<file path="config.mk">
export PLATFORM = sky130hd
export DESIGN_NAME = player_missile_flat
export DESIGN_NICKNAME = d
export VERILOG_FILES = /design/src/rtl/player_missile_if.sv /design/src/rtl/player_missile.sv /design/src/flat_wrapper.sv
export SDC_FILE = /design/constraint.sdc
export NUM_CORES = 1
export LEC_CHECK = 0
export CAP_MARGIN = 20
export CORE_MARGIN = 5
export CORE_UTILIZATION = 30
export CTS_BUF_LIST = sky130_fd_sc_hd__clkbuf_2 sky130_fd_sc_hd__clkbuf_4 sky130_fd_sc_hd__clkbuf_8
export CTS_CLUSTER_SIZE = 10
export DETAILED_ROUTE_END_ITERATION = 6
export GPL_ROUTABILITY_DRIVEN = 1
export PLACE_DENSITY_LB_ADDON = 0.12
export SYNTH_ARGS = -nofsm -noshare
export SYNTH_HDL_FRONTEND = slang
export SYNTH_SLANG_ARGS = --single-unit
</file>
<file path="constraint.sdc">
create_clock -name frame_clk -period 1.93 [get_ports frame_clk]
set_input_delay 0.193 -clock frame_clk [delete_from_list [all_inputs] [get_ports frame_clk]]
set_output_delay 0.193 -clock frame_clk [all_outputs]
set_load 0.05 [all_outputs]
</file>
<file path="src/rtl/player_missile_if.sv">
// Missile bus between the player/keyboard side, the missile owner and the alien array.
// master = the missile itself; slave = the logic that supplies player state and consumes missile coordinates.
interface player_missile_if #(
    parameter int NUM_ALIENS = 10
);
    logic                  fire;
    logic [9:0]            PlayerX;
    logic [9:0]            PlayerY;
    logic [9:0]            PlayerW;
    logic [NUM_ALIENS-1:0] hit_vec;
    logic [9:0]            MissileX;
    logic [9:0]            MissileY;
    logic [9:0]            MissileS;
    logic                  active;
    logic                  kill_strobe;

    modport master (
        input  fire, PlayerX, PlayerY, PlayerW, hit_vec,
        output MissileX, MissileY, MissileS, active, kill_strobe
    );

    modport slave (
        output fire, PlayerX, PlayerY, PlayerW, hit_vec,
        input  MissileX, MissileY, MissileS, active, kill_strobe
    );
endinterface

</file>
<file path="src/rtl/player_missile.sv">
// Single player shot: launches on a fire-key edge, climbs STEP pixels per frame,
// retires on a fresh alien hit or at the top of the screen, then waits out a cooldown.
module player_missile #(
    parameter int NUM_ALIENS = 10,
    parameter int MISSILE_W  = 3,
    parameter int MISSILE_H  = 6,
    parameter int STEP       = 4,
    parameter int Y_MIN      = 0,
    parameter int COOLDOWN   = 8,
    parameter int PARK_X     = 0,
    parameter int PARK_Y     = 1023
) (
    input  logic              frame_clk,
    input  logic              Reset,
    player_missile_if.master  bus
);
    localparam int CNT_W = (COOLDOWN > 2) ? $clog2(COOLDOWN) : 1;

    localparam logic [9:0]       PARK_X_C    = 10'(PARK_X);
    localparam logic [9:0]       PARK_Y_C    = 10'(PARK_Y);
    localparam logic [9:0]       STEP_C      = 10'(STEP);
    localparam logic [10:0]      TOP_LIMIT_C = 11'(Y_MIN + STEP);
    localparam logic [CNT_W-1:0] COOL_LOAD_C = CNT_W'(COOLDOWN - 1);

    typedef enum logic [1:0] {
        IDLE,
        FLYING,
        COOL
    } state_t;

    state_t                state_q, state_d;
    logic [9:0]            x_q, x_d;
    logic [9:0]            y_q, y_d;
    logic [CNT_W-1:0]      cnt_q, cnt_d;
    logic                  kill_q, kill_d;
    logic                  fire_prev_q;
    logic [NUM_ALIENS-1:0] hit_prev_q;

    logic                  fire_rise;
    logic                  new_hit;
    logic [9:0]            launch_x;
    logic [9:0]            launch_y;

    assign fire_rise = bus.fire & ~fire_prev_q;
    assign new_hit   = |(bus.hit_vec & ~hit_prev_q);

    // Centre the shot on the ship; wrap-around on underflow is intentional 10-bit arithmetic.
    assign launch_x = bus.PlayerX + (bus.PlayerW >> 1) - 10'(MISSILE_W >> 1);
    assign launch_y = bus.PlayerY - 10'(MISSILE_H);

    // Async reset so a mid-flight reset parks the missile without waiting for vsync.
    always_ff @(posedge frame_clk or posedge Reset) begin
        if (Reset) begin
            state_q     <= IDLE;
            x_q         <= PARK_X_C;
            y_q         <= PARK_Y_C;
            cnt_q       <= '0;
            kill_q      <= 1'b0;
            fire_prev_q <= 1'b0;
            hit_prev_q  <= '0;
        end else begin
            state_q     <= state_d;
            x_q         <= x_d;
            y_q         <= y_d;
            cnt_q       <= cnt_d;
            kill_q      <= kill_d;
            fire_prev_q <= bus.fire;
            hit_prev_q  <= bus.hit_vec;
        end
    end

    always_comb begin
        state_d = state_q;
        x_d     = x_q;
        y_d     = y_q;
        cnt_d   = cnt_q;
        kill_d  = 1'b0;

        case (state_q)
            IDLE: begin
                if (fire_rise) begin
                    state_d = FLYING;
                    x_d     = launch_x;
                    y_d     = launch_y;
                end else begin
                    x_d = PARK_X_C;
                    y_d = PARK_Y_C;
                end
            end

            FLYING: begin
                // A hit wins over the top-of-screen exit so a simultaneous event strobes once.
                if (new_hit) begin
                    kill_d  = 1'b1;
                    state_d = COOL;
                    cnt_d   = COOL_LOAD_C;
                    x_d     = PARK_X_C;
                    y_d     = PARK_Y_C;
                end else if ({1'b0, y_q} < TOP_LIMIT_C) begin
                    state_d = COOL;
                    cnt_d   = COOL_LOAD_C;
                    x_d     = PARK_X_C;
                    y_d     = PARK_Y_C;
                end else begin
                    y_d = y_q - STEP_C;
                end
            end

            COOL: begin
                if (cnt_q == '0) begin
                    state_d = IDLE;
                end else begin
                    cnt_d = cnt_q - 1'b1;
                end
            end

            default: begin
                state_d = IDLE;
                x_d     = PARK_X_C;
                y_d     = PARK_Y_C;
            end
        endcase
    end

    assign bus.MissileX    = x_q;
    assign bus.MissileY    = y_q;
    assign bus.MissileS    = 10'(MISSILE_W);
    assign bus.active      = (state_q == FLYING);
    assign bus.kill_strobe = kill_q;
endmodule

</file>
<file path="src/flat_wrapper.sv">
// flat-port wrapper written by rule: the top's interface ports become plain ports
module player_missile_flat 
#(
    parameter int NUM_ALIENS = 10,
    parameter int MISSILE_W  = 3,
    parameter int MISSILE_H  = 6,
    parameter int STEP       = 4,
    parameter int Y_MIN      = 0,
    parameter int COOLDOWN   = 8,
    parameter int PARK_X     = 0,
    parameter int PARK_Y     = 1023
)
  (frame_clk, Reset, bus_fire, bus_PlayerX, bus_PlayerY, bus_PlayerW, bus_hit_vec, bus_MissileX, bus_MissileY, bus_MissileS, bus_active, bus_kill_strobe);
  player_missile_if #(.NUM_ALIENS(NUM_ALIENS)) bus_i ();
  input  logic frame_clk;
  input  logic Reset;
  input wire logic [$bits(bus_i.fire)-1:0] bus_fire;
  input wire logic [$bits(bus_i.PlayerX)-1:0] bus_PlayerX;
  input wire logic [$bits(bus_i.PlayerY)-1:0] bus_PlayerY;
  input wire logic [$bits(bus_i.PlayerW)-1:0] bus_PlayerW;
  input wire logic [$bits(bus_i.hit_vec)-1:0] bus_hit_vec;
  output wire logic [$bits(bus_i.MissileX)-1:0] bus_MissileX;
  output wire logic [$bits(bus_i.MissileY)-1:0] bus_MissileY;
  output wire logic [$bits(bus_i.MissileS)-1:0] bus_MissileS;
  output wire logic [$bits(bus_i.active)-1:0] bus_active;
  output wire logic [$bits(bus_i.kill_strobe)-1:0] bus_kill_strobe;
  assign bus_i.fire = bus_fire;
  assign bus_i.PlayerX = bus_PlayerX;
  assign bus_i.PlayerY = bus_PlayerY;
  assign bus_i.PlayerW = bus_PlayerW;
  assign bus_i.hit_vec = bus_hit_vec;
  assign bus_MissileX = bus_i.MissileX;
  assign bus_MissileY = bus_i.MissileY;
  assign bus_MissileS = bus_i.MissileS;
  assign bus_active = bus_i.active;
  assign bus_kill_strobe = bus_i.kill_strobe;
  player_missile #(.NUM_ALIENS(NUM_ALIENS), .MISSILE_W(MISSILE_W), .MISSILE_H(MISSILE_H), .STEP(STEP), .Y_MIN(Y_MIN), .COOLDOWN(COOLDOWN), .PARK_X(PARK_X), .PARK_Y(PARK_Y)) u_core (.frame_clk(frame_clk), .Reset(Reset), .bus(bus_i));
endmodule
</file>
==> flow_summary.toml <==
[die]
core.rowCount = 33
io-pin-count = 75
die-width_um = 103
initial_cell_density_of_the_core_pct = 31.2
floorplan.die_area_um2 = 10600
core_region_area_um2 = 8300
die_height_um = 103

[global_routing]
grt_pass1_vias = 2228
groute.usage.overall_pct = 12.4
grt.met3_usage_pct = 2.03
grt.met1_usage_pct = 15.2
grt-busiest-layer = "met2"
antenna_found_initial = 0
globalRouteMet2Util_pct = 22.1
grt_start_max_net_pins = 38
globalRoute.totalOverflow = 0
grt_first_pass_wirelength_um = 10400

[min_path]
holdCritPathClass = "in -> reg"

[drt]
wirelength_um = 6360
drt_first_pass_iters = 4
post_drt_wl_per_cell_um = 13.1
initialDrtViolationCount = 45
route.vias.total = 2257
via_per_inst = 4.64
drt.antenna.violating_nets = 0
drt_drc_violations_left = 0

[worst_setup_path]
setup.worst_path.class = "in -> reg"
cp-end-kind = "flip-flop"
worst-endpoint-required_ns = 2.11
crit_fanout = 2
critPathLaunchType = "input port"
cp_data_arrival_time_ns = 2.14

[layout]
layout.cells.most_common = "sky130_fd_sc_hd__inv_1"
layout.cells.non_filler = 486
fin_area_um2 = 3710
number_of_fill_cells_in_the_layout = 819
antenna_cells_inserted = 0
sequential_standard_cell_area_um2 = 938
multiInputGateArea_um2 = 1520
layout.cells.most_common_list = "46 x sky130_fd_sc_hd__inv_1, 38 x sky130_fd_sc_hd__clkdlybuf4s50_1, 34 x sky130_fd_sc_hd__buf_4"
drive_above_1_share_pct = 28.6
flow.area_growth_from_synthesis_pct = 43.6
nets = 448

[synthesis]
synth_cell_types = 46
synth-seq-cells = 37
avgSynthCellArea_um2 = 8.86
synth-seq-area-share_pct = 36.3
synth_edf_count = 0
yosys_warnings = 0
ys_dominant_reg_cell = "sky130_fd_sc_hd__dfrtp_1"
ys_async_sr_fraction_pct = 100
total_standard_cell_area_after_synthesis_um2 = 2590
netlist_instances = 292

[sta]
timing.final.max_slew_violations = 0
max-slew-margin-rel_pct = 66.4
setup_slack_ns = -0.0381
final_min_period_over_clock_period_pct = 102
finalClockSkew_ns = 0.00524
max_freq_mhz = 508
report.final.setup_viol = 1
fin_worst_hold_slack_ns = 0.298
worst_pin_slew_ns = 0.502
report.final.hold_viol_count = 0
rsz0062_at_grt = "true"
min_period_ns = 1.97

[clock_network]
cts_tree = "yes"
clock_path_buffers = 2
cts_made_buffers = 5
postCtsHoldBufs = 0
path_clk_slew_ns = 0.07
worst_skew_pair.late_latency_ns = 0.28
cts_root_buffer = "sky130_fd_sc_hd__clkbuf_8"
cts_sinks = 37
clock_tree.htree_level_count = 2

[place]
dp_cells = 477
port-buffer-count = 63
routabilityCongestion = 0.800
dpl.hpwl_um = 4950
placedInstanceArea_um2 = 3520

[status]
run_status = "finished with violations"
failed_checks = "negative setup slack"

[power_and_ir_drop]
leakagePower_uw = 0.00172
power_density_nw_per_um2 = 1070
ir_worst_vdd_mv = 0.340

[run]
maxCapViolCount = 0
-- synth_stat cells, types with 2 or more instances --
| cell | instances | share of area [%] |
|---|---|---|
| sky130_fd_sc_hd__inv_1 | 58 | 8.4 |
| sky130_fd_sc_hd__dfrtp_1 | 27 | 26 |
| sky130_fd_sc_hd__ha_1 | 24 | 12 |
| sky130_fd_sc_hd__nand2_1 | 20 | 2.9 |
| sky130_fd_sc_hd__a21oi_1 | 18 | 3.5 |
| sky130_fd_sc_hd__nor2_1 | 16 | 2.3 |
| sky130_fd_sc_hd__buf_4 | 11 | 3.2 |
| sky130_fd_sc_hd__dfstp_2 | 10 | 10 |
| sky130_fd_sc_hd__nor3_1 | 8 | 1.5 |
| sky130_fd_sc_hd__xnor2_1 | 8 | 2.7 |
| sky130_fd_sc_hd__o21ai_0 | 7 | 1.4 |
| sky130_fd_sc_hd__o31ai_1 | 7 | 2.0 |
| sky130_fd_sc_hd__xor2_1 | 7 | 2.4 |
| sky130_fd_sc_hd__a31oi_1 | 6 | 1.5 |
| sky130_fd_sc_hd__nor4_1 | 6 | 1.5 |
| sky130_fd_sc_hd__and3_1 | 5 | 1.2 |
| sky130_fd_sc_hd__clkbuf_1 | 5 | 0.73 |
| sky130_fd_sc_hd__o22ai_1 | 5 | 1.2 |
| sky130_fd_sc_hd__nand3_1 | 4 | 0.77 |
| sky130_fd_sc_hd__a22o_1 | 3 | 1.0 |
| sky130_fd_sc_hd__a32oi_1 | 3 | 1.0 |
| sky130_fd_sc_hd__nand2b_1 | 3 | 0.73 |
| sky130_fd_sc_hd__a21o_1 | 2 | 0.58 |
| sky130_fd_sc_hd__a221o_1 | 2 | 0.77 |
| sky130_fd_sc_hd__a2bb2oi_1 | 2 | 0.68 |
| sky130_fd_sc_hd__conb_1 | 2 | 0.29 |
| sky130_fd_sc_hd__nand2b_2 | 2 | 0.68 |
| sky130_fd_sc_hd__o221ai_1 | 2 | 0.68 |
| sky130_fd_sc_hd__o32a_1 | 2 | 0.77 |
-- per-layer routing --
layer	part of all wire (%)	vias to the layer above
met5	0	-
met4	1.2	0
met3	4.2	6
met2	52	47
met1	42	1060
li1	-	1144
-- state kept, by name (all words and copies together) (netlist names) --
name	cells
u_core.bus.kill_strobe	1
u_core.bus.MissileX	10
u_core.fire_prev_q	1
u_core.hit_prev_q	10
u_core.state_q	2
u_core.cnt_q	3
u_core.bus.MissileY	10
-- critical path, stage by stage --
cell and delay [ns]:
sky130_fd_sc_hd__buf_8 0.08, sky130_fd_sc_hd__inv_8 0.03, sky130_fd_sc_hd__ha_4 0.24, sky130_fd_sc_hd__inv_2 0.04
sky130_fd_sc_hd__ha_4 0.15, sky130_fd_sc_hd__fa_2 0.33, sky130_fd_sc_hd__a21o_1 0.18, sky130_fd_sc_hd__a221o_1 0.32
sky130_fd_sc_hd__nor4_2 0.18, sky130_fd_sc_hd__nor3_2 0.08, sky130_fd_sc_hd__xnor2_1 0.13, sky130_fd_sc_hd__a22o_1 0.19
-- layout make-up --
cell class                      count  share of cell area (%)
Sequential cell                    37                    25.3
Inverter                           58                    6.26
Multi-Input combinational cell    188                    41.0
Tap cell                          105                    3.54
Clock inverter                      2                   0.269
Clock buffer                        6                    2.05
Timing Repair Buffer               90                    21.7
-- logic make-up (layout without fill, tap and decap cells) --
group	Yosys count	after routing	share of synthesized area (%)
simple gates	74	74	15.6
compound gates	64	64	17.7
buf+inv	75	156	12.8
fa+ha+maj	25	25	12.4
other cells	2	10	0.290
xor+xnor	15	15	5.08
flops	37	37	36.3
-- final timing paths --
path                                                    startpoint                                  to  slack (ns)  depth (start not counted)
worst max-delay path                                bus_PlayerX[1]  u_core.bus.MissileX[9]$_DFFE_PP0P_       -0.04                         12
worst min-delay path                                bus_PlayerW[1]  u_core.bus.MissileX[0]$_DFFE_PP0P_        0.30                          4
worst max register to register  u_core.bus.MissileY[2]$_DFFE_PP1N_         u_core.cnt_q[2]$_DFFE_PP0P_        0.13                          7
worst min register to register  u_core.bus.MissileY[0]$_DFFE_PP1P_  u_core.bus.MissileY[0]$_DFFE_PP1P_        0.46                          2
max in group asynchronous                                    Reset  u_core.bus.MissileY[6]$_DFFE_PP1N_        1.26                          3
min in group asynchronous                                    Reset      u_core.hit_prev_q[5]$_DFF_PP0_        0.32                          3
-- what timing repair did --
item                                    in CTS  in global routing
pin swaps                                   27                 10
endpoints found under the setup margin       5                  8
buffers inserted                             0                  1
resized for setup                           65                  7
-- through the flow --
step                      setup TNS (ns)  worst slack (ns)  util (%)  total power [uW]
final                            -0.0381           -0.0381      44.8              3980
after global placement             -4.45            -0.869      42.4              3380
after floorplan                   -0.287            -0.192         -              2680
after detailed placement           -4.67            -0.893      42.4              3390
after global routing              -0.150            -0.135      44.8              4260
after CTS                         -0.173            -0.173      44.4              4000
-- power breakdown --
| group | internal [uW] | switching [uW] |
|---|---|---|
| Sequential | 1010 | 159 |
| Combinational | 893 | 1380 |
| Clock | 264 | 274 |
Power figures use the tool's default switching activity.
